File: config.mk
export PLATFORM = sky130hd
export DESIGN_NAME = ssd_scan_decoder
export DESIGN_NICKNAME = d
export VERILOG_FILES = /design/src/rtl/ssd_scan_decoder.sv
export SDC_FILE = /design/constraint.sdc
export NUM_CORES = 1
export LEC_CHECK = 0
export BUFFER_PORTS_ARGS = -buffer_cell sky130_fd_sc_hd__buf_2
export CORE_MARGIN = 1.5
export CORE_UTILIZATION = 60
export CTS_CLUSTER_SIZE = 20
export DETAILED_ROUTE_END_ITERATION = 12
export HOLD_SLACK_MARGIN = 0.03
export PLACE_DENSITY = 0.76
export REMOVE_ABC_BUFFERS = 1
export SYNTH_ARGS = -nofsm -noshare
export SYNTH_HDL_FRONTEND = slang
export SYNTH_SLANG_ARGS = --single-unit
File: constraint.sdc
create_clock -name CLK_ulong -period 8 [get_ports CLK_ulong]
set_clock_uncertainty 0.1 [all_clocks]
set_input_delay 1.2 -clock CLK_ulong [delete_from_list [all_inputs] [get_ports CLK_ulong]]
set_output_delay 1.2 -clock CLK_ulong [all_outputs]
set_load 0.01 [all_outputs]
File: src/rtl/ssd_scan_decoder.sv
// rtl/ssd_scan_decoder.sv - decodes a scanned 7-segment bus back to hex digits for loopback checking
// Optional SSD_DECODE_STATS_EN adds frame_cnt/err_cnt statistics outputs.
module ssd_scan_decoder #(
  parameter int SETTLE_CYC  = 4,
  parameter int TIMEOUT_CYC = 100000,
  parameter int TW          = 17
) (
  input  logic        CLK_ulong,
  input  logic        reset,
  input  logic [10:0] SSD,
  output logic [15:0] digits,
  output logic [3:0]  dig_valid,
  output logic [3:0]  dig_blank,
  output logic        frame_done,
  output logic        glyph_err,
`ifdef SSD_DECODE_STATS_EN
  output logic [15:0] frame_cnt,
  output logic [7:0]  err_cnt,
`endif
  output logic        scan_timeout
);

  typedef enum logic [1:0] {S_IDLE, S_SETTLE, S_HOLD} state_t;

  state_t        state_q, state_d;
  logic [10:0]   ssd_m, s_ssd;
  logic [3:0]    an;
  logic [6:0]    seg;
  logic          strobe;
  logic [1:0]    idx;
  logic [1:0]    lat_idx;
  logic [6:0]    lat_seg;
  logic [7:0]    settle_cnt;
  logic [8:0]    cnt_inc;
  logic          cnt_hit;
  logic          same;
  logic          new_flag;
  logic [TW-1:0] tcnt;
  logic          to_hit;
  logic [3:0]    frame_mask;
  logic          dec_ok;
  logic [3:0]    dec_val;
  logic          latch, inc, capture, new_anode;

  always_ff @(posedge CLK_ulong or negedge reset) begin
    if (!reset) begin
      ssd_m <= 11'h7FF;
      s_ssd <= 11'h7FF;
    end else begin
      ssd_m <= SSD;
      s_ssd <= ssd_m;
    end
  end

  assign an  = s_ssd[10:7];
  assign seg = s_ssd[6:0];

  // Only a single low anode is a usable strobe; idle and multi-low both fall through
  always_comb begin
    strobe = 1'b1;
    idx    = 2'd0;
    case (an)
      4'b1110: idx = 2'd0;
      4'b1101: idx = 2'd1;
      4'b1011: idx = 2'd2;
      4'b0111: idx = 2'd3;
      default: strobe = 1'b0;
    endcase
  end

  assign same    = strobe && (idx == lat_idx) && (seg == lat_seg);
  assign cnt_inc = {1'b0, settle_cnt} + 9'd1;
  assign cnt_hit = cnt_inc >= 9'(SETTLE_CYC);

  always_comb begin
    dec_ok  = 1'b1;
    dec_val = 4'h0;
    case (lat_seg)
      7'h01: dec_val = 4'h0;
      7'h4F: dec_val = 4'h1;
      7'h12: dec_val = 4'h2;
      7'h06: dec_val = 4'h3;
      7'h4C: dec_val = 4'h4;
      7'h24: dec_val = 4'h5;
      7'h20: dec_val = 4'h6;
      7'h0F: dec_val = 4'h7;
      7'h00: dec_val = 4'h8;
      7'h04: dec_val = 4'h9;
      7'h08: dec_val = 4'hA;
      7'h60: dec_val = 4'hB;
      7'h31: dec_val = 4'hC;
      7'h42: dec_val = 4'hD;
      7'h30: dec_val = 4'hE;
      7'h38: dec_val = 4'hF;
      default: dec_ok = 1'b0;
    endcase
  end

  always_ff @(posedge CLK_ulong or negedge reset) begin
    if (!reset) state_q <= S_IDLE;
    else        state_q <= state_d;
  end

  always_comb begin
    state_d = state_q;
    case (state_q)
      S_IDLE:   if (strobe) state_d = S_SETTLE;
      S_SETTLE: begin
        if (!strobe)              state_d = S_IDLE;
        else if (same && cnt_hit) state_d = S_HOLD;
      end
      S_HOLD: begin
        if (!strobe)    state_d = S_IDLE;
        else if (!same) state_d = S_SETTLE;
      end
      default: state_d = S_IDLE;
    endcase
  end

  always_comb begin
    latch   = 1'b0;
    inc     = 1'b0;
    capture = 1'b0;
    case (state_q)
      S_IDLE:   latch = strobe;
      S_SETTLE: begin
        if (strobe) begin
          if (!same)        latch   = 1'b1;
          else if (cnt_hit) capture = 1'b1;
          else              inc     = 1'b1;
        end
      end
      S_HOLD:   latch = strobe && !same;
      default:  latch = 1'b0;
    endcase
    new_anode = latch && (idx != lat_idx);
  end

  assign to_hit = !new_anode && (tcnt == TW'(TIMEOUT_CYC - 1));

  always_ff @(posedge CLK_ulong or negedge reset) begin
    if (!reset) begin
      lat_idx      <= 2'd0;
      lat_seg      <= 7'h7F;
      settle_cnt   <= 8'd0;
      new_flag     <= 1'b0;
      tcnt         <= '0;
      frame_mask   <= 4'h0;
      digits       <= 16'h0000;
      dig_valid    <= 4'h0;
      dig_blank    <= 4'h0;
      frame_done   <= 1'b0;
      glyph_err    <= 1'b0;
      scan_timeout <= 1'b0;
    end else begin
      glyph_err  <= 1'b0;
      frame_done <= 1'b0;

      if (latch) begin
        lat_idx    <= idx;
        lat_seg    <= seg;
        settle_cnt <= 8'd1;
        if (new_anode) new_flag <= 1'b1;
      end else if (inc) begin
        settle_cnt <= settle_cnt + 8'd1;
      end

      if (new_anode)                     tcnt <= '0;
      else if (tcnt != TW'(TIMEOUT_CYC)) tcnt <= tcnt + TW'(1);

      if (frame_mask == 4'hF) begin
        frame_done <= 1'b1;
        frame_mask <= 4'h0;
      end

      if (capture) begin
        new_flag            <= 1'b0;
        frame_mask[lat_idx] <= 1'b1;
        if (new_flag) scan_timeout <= 1'b0;
        if (dec_ok) begin
          digits[{lat_idx, 2'b00} +: 4] <= dec_val;
          dig_valid[lat_idx]            <= 1'b1;
          dig_blank[lat_idx]            <= 1'b0;
        end else if (lat_seg == 7'h7F) begin
          dig_valid[lat_idx] <= 1'b0;
          dig_blank[lat_idx] <= 1'b1;
        end else begin
          glyph_err          <= 1'b1;
          dig_valid[lat_idx] <= 1'b0;
          dig_blank[lat_idx] <= 1'b0;
        end
      end

      // Losing the scan invalidates everything gathered so far
      if (to_hit) begin
        scan_timeout <= 1'b1;
        dig_valid    <= 4'h0;
        frame_mask   <= 4'h0;
      end
    end
  end

`ifdef SSD_DECODE_STATS_EN
  logic       glitch, glitch_q;
  logic [8:0] err_sum;

  assign glitch  = !strobe && (an != 4'hF);
  assign err_sum = {1'b0, err_cnt} + 9'(glyph_err) + 9'(glitch && !glitch_q);

  always_ff @(posedge CLK_ulong or negedge reset) begin
    if (!reset) begin
      glitch_q  <= 1'b0;
      frame_cnt <= 16'h0000;
      err_cnt   <= 8'h00;
    end else begin
      glitch_q <= glitch;
      if (frame_done) frame_cnt <= frame_cnt + 16'd1;
      err_cnt <= err_sum[8] ? 8'hFF : err_sum[7:0];
    end
  end
`endif

endmodule

# Word level (Yosys, flattened, before mapping)
# Index checks and enable logic that the tools add are counted.
# W data, S select, Z words.
[word_totals]
rom_bits = 0
memories = 0
mem_bits_rw = 0
output_inout_bits = 27
ff_bits = 90
latch_bits = 0
word_cells = 130
[classes]
bitwise_logic = 6
muxes = 46
addsub = 4
n_lt_le_gt_ge = 3
n_reduce_logical = 23
n_mul = 0
eq_ne = 31
div_mod_pow = 0
shifts = 2
[op_table]
columns = ["op", "count"]
rows = [
  ["$pmux W4 S15", 1],
  ["$eq A7 B6 Y1 const B", 5],
  ["$eq A7 B7 Y1 const B", 5],
  ["$mux W17", 2],
  ["$mux W4", 8],
  ["$mux W1", 23],
  ["$add A17 B1 Y17 const B", 1],
  ["$eq A17 B17 Y1 const B", 1],
  ["$ne A17 B17 Y1 const B", 1],
  ["$bwmux W16", 1],
  ["$eq A4 B4 Y1 const B", 4],
  ["$mux W8", 2],
  ["$reduce_or A16 Y1", 1],
  ["$shift A4 B6 Y16 const A", 1],
  ["$shiftx A4 B6 Y16", 1],
  ["$eq A7 B3 Y1 const B", 2],
  ["$eq A7 B4 Y1 const B", 2],
  ["$or A4 B4 Y4", 3],
  ["$pmux W2 S3", 2],
  ["$reduce_bool A2 Y1", 6],
  ["$mux W2", 5],
  ["$add A8 B1 Y9 const B", 1],
  ["$ge A9 B3 Y1 const B", 1],
  ["$add A8 B1 Y8 const B", 1],
  ["other kinds (24)", 35],
]

# Depth between registers and ports, before layout
[logic_depth]
word_depth = 13
ltp_mapped = 8

# Worst setup path before layout
# No wires, ideal clock.
[synth_timing]
path_kind = "register to register"
from = "register lat_seg[3]"
to = "register digits[0]"
required_time_ns = 7.775
stages_incl_launch_ff = 8
path_buffers = 1
t_arrival_ns = 2.344
slack_ns = 5.432
synth_period_minus_slack_ns = 2.568
path_cell_list = "dfstp_2 > clkbuf_1 > xor2_1 > nor4_1 > nand4_1 > a2111oi_4 > nand3_1 > mux2_2"
[synth_between]
elab_chain_cells = 6
word_cells_on_any_way = 27
classes_between = "eq/ne (16); shift (1); mux (6); reduce/logical (4)"
[synth_rtl]
columns = ["item", "line_no", "rtl"]
rows = [
  ["from (decl)", "32", "logic [6:0] lat_seg;"],
  ["from (signal assigned)", "161", "lat_seg <= seg;"],
  ["branches (longest 6 deep; another with $shiftx A4 B6 Y16)", "-", ""],
  ["to (signal, indexed assignment)", "181", "digits[{lat_idx, 2'b00} +: 4] <= dec_val;"],
  ["to (decl)", "11", "output logic [15:0] digits,"],
]
# Parallel ways; which one is timed is not known.
# A chain may end at the register's enable or synchronous reset.

# Worst setup path in the final report
[layout_timing]
from = "register lat_seg[6]"
to = "register digits[7]"
# Same word-level chain as after synthesis.

==> impl_metrics.env <==
export IMPL_synth_cells=394
export IMPL_detail_route_vias_per_cell=5.74
export IMPL_synth_distinct_cells=57
export IMPL_initial_core_util=0.630
export IMPL_rr_startpoint="lat_seg[6]$_DFFE_PN1P_"
export IMPL_async_flop_share=1.00
export IMPL_cts_htree_levels=3
export IMPL_tightest_slew_ns=1.07
export IMPL_regArea_mm2=0.00229
export IMPL_nets=451
export IMPL_start_kind="flip-flop"
export IMPL_crit_path_end_kind="flip-flop"
export IMPL_dieHeight_um=88.2
export IMPL_drcViolationCount=0
export IMPL_reg2reg_setup_slack_ns=4.60
export IMPL_rows=30
export IMPL_vias=3031
export IMPL_r2r_end="digits[7]$_DFFE_PN0P_"
export IMPL_period_share=0.425
export IMPL_dp_cells=512
export IMPL_cap_violations=0
export IMPL_p_leak_nw=2.18
export IMPL_crit_fanout=19
export IMPL_hold_path_end="s_ssd[10]$_DFF_PN1_"
export IMPL_worstPathArrival_ns=3.54
export IMPL_hold_violations=0
export IMPL_ys_warn_count=0
export IMPL_synth_edf_count=0
export IMPL_highest_layer="met4"
export IMPL_max_slew_margin=0.285
export IMPL_synth_top_cell_by_area="dfrtp_1"
export IMPL_met2_length_mm=3.86
export IMPL_cts_hold_buf=0
export IMPL_drive_above_1_share=0.271
export IMPL_grt_pass1_vias=2969
export IMPL_synth_most_common_cell="dfrtp_1"
export IMPL_ys_top_cells_by_area="dfrtp_1 35%, dfstp_2 18%, mux2_2 7.2%"
export IMPL_io_buffers=39
export IMPL_ctsResizeCount=0
export IMPL_drtPass1Iterations=5
export IMPL_tns_ns=0
export IMPL_clk_pin_slew_ns=0.09
export IMPL_critPathKind="reg -> reg"
export IMPL_min_from="ssd_m[10]$_DFF_PN1_"
export IMPL_die_area_mm2=0.00778
export IMPL_crit_required_ns=8.14
export IMPL_grt_setup_unrepaired="false"
export IMPL_cts_buffers=9
export IMPL_peakVddDrop_mv=0.147
export IMPL_grtUsageTotal=0.231
export IMPL_multi_input_area_mm2=0.00195
export IMPL_grt_max_degree=91
export IMPL_avgSynthCellArea_um2=11.1
export IMPL_place_congestion=0.838
export IMPL_yosysSeqAreaShare=0.526
export IMPL_io_pins=40
export IMPL_synth_main_ff_cell="dfrtp_1"
export IMPL_areaGrowthSynthToFinish_pct=11.1
export IMPL_root_buffer="clkbuf_8"
export IMPL_synth_seq_cells=90
export IMPL_n_fill_cell=573
export IMPL_post_cts_buffers=0
export IMPL_clock_path_buffers=2
export IMPL_cts_tree="done"
export IMPL_dieWidth_um=88.2
export IMPL_fin_crit_ns=3.40
export IMPL_gr_total_overflow=0
export IMPL_grt_pass1_wl_mm=13.9
export IMPL_numClockSinks=90
export IMPL_instances_no_fill=528
export IMPL_status="complete, no violations"
export IMPL_min_path_type="reg -> reg"
export IMPL_setup_viol=0
export IMPL_initialDrtViolationCount=134
export IMPL_yosysTopAreaCellShare=0.351
export IMPL_antenna_cells=0
export IMPL_powerDensity_mw_per_mm2=221
export IMPL_wl_per_cell_um=15.3
export IMPL_drtAntennaViolNets=0
export IMPL_drt_wl_total_mm=8.06
export IMPL_core_mm2=0.00691
export IMPL_antenna_found_initial=0
export IMPL_wl_met3_um=241
export IMPL_synthTopCellsByCount="61 x dfrtp_1, 39 x nor2_1, 29 x dfstp_2, 28 x mux2_2, 21 x nand2_1"
export IMPL_netlist_area_mm2=0.00435
export IMPL_clk_insertion_delay_late_ns=0.35
export IMPL_fmax_mhz=294
export IMPL_r2r_cells=6
export IMPL_dp_hpwl_mm=5.54
export IMPL_hold_path_depth=0
export IMPL_drt_met1_wl_mm=3.85
export IMPL_slew_viol_final=0
## area by class of cell
class	instances	area share
inverters	11	0.00854
repair buffers	39	0.0409
flip-flops and latches	90	0.473
well taps	96	0.0248
clock inverters	6	0.0238
multi-input cells	276	0.402
clock buffers	10	0.0264
## registers in the layout (all words and copies together), names as in the netlist, named ones only
| signal | cells |
|---|---|
| lat_seg | 7 |
| settle_cnt | 8 |
| tcnt | 17 |
| glyph_err | 1 |
| dig_valid | 4 |
| digits | 16 |
| new_flag | 1 |
| state_q | 2 |
| ssd_m | 11 |
| scan_timeout | 1 |
| frame_done | 1 |
| lat_idx | 2 |
| s_ssd | 11 |
| frame_mask | 4 |
## cell usage in the layout (no fill, tap or decap), drive strengths merged, types with 11 or more instances in the layout
cell,instances
xor2,17
mux2,28
buf,39
inv,11
dfrtp,61
nor2,39
a21oi,17
nand2,21
ha,11
nor3,12
nand3,17
dfstp,29
nor2b,15
## per-layer routing
layer,vias to the layer above,track usage
met4,0,0.0824
li1,1463,-
met1,1496,0.316
met2,60,0.377
met3,12,0.0330
met5,-,0
## logic make-up (layout without fill, tap and decap cells)
kind of cell | count (synthesis) | after routing | synth area share
and+or+nand+nor | 151 | 151 | 0.184
xor gates and xnor gates | 27 | 27 | 0.0543
DFF | 90 | 90 | 0.526
muxes | 33 | 33 | 0.0839
AOI/OAI and AO/OA | 54 | 54 | 0.0928
adders and majority gates | 11 | 11 | 0.0316
buffers and inverters | 28 | 66 | 0.0273
## metrics by stage
stage          total power, mW  utilization  worst slack (ns)  area, um^2  hold WS (ns)
2_1_floorplan            0.657            -              5.17        4280         0.245
3_3_place_gp             0.700        0.665              4.68        4590         0.246
3_5_place_dp             0.707        0.665              4.57        4590         0.247
4_1_cts                   1.08        0.700              4.58        4840         0.254
5_1_grt                   1.12        0.700              4.22        4840         0.257
6_report                  1.07        0.700              4.60        4840         0.253
## power by group
| part | internal, mW | switching (mW) |
|---|---|---|
| clock network | 0.209 | 0.158 |
| logic | 0.0670 | 0.0868 |
| registers | 0.493 | 0.0560 |
| total | 0.769 | 0.300 |
## worst max-delay path, cell delays in order (launching register included)
cell and delay, ns:
dfstp_2 0.72, xor2_1 0.11, nor4_1 0.31, nand4_1 0.34
a2111oi_4 0.99, nand3_1 0.35, mux2_2 0.37
## how the worst max path moves through the flow
stage / from / endpoint / slack, ns / depth (start not counted)
global route: lat_seg[6]$_DFFE_PN1P_ / digits[9]$_DFFE_PN0P_ / 4.22 / 6
floorplan: lat_seg[6]$_DFFE_PN1P_ / digits[0]$_DFFE_PN0P_ / 5.17 / 6
finish: lat_seg[6]$_DFFE_PN1P_ / digits[7]$_DFFE_PN0P_ / 4.60 / 6
global placement: lat_seg[6]$_DFFE_PN1P_ / digits[0]$_DFFE_PN0P_ / 4.68 / 6
CTS: lat_seg[6]$_DFFE_PN1P_ / digits[10]$_DFFE_PN0P_ / 4.58 / 6
detailed placement: lat_seg[6]$_DFFE_PN1P_ / digits[10]$_DFFE_PN0P_ / 4.57 / 6
Power figures use the tool's default switching activity.
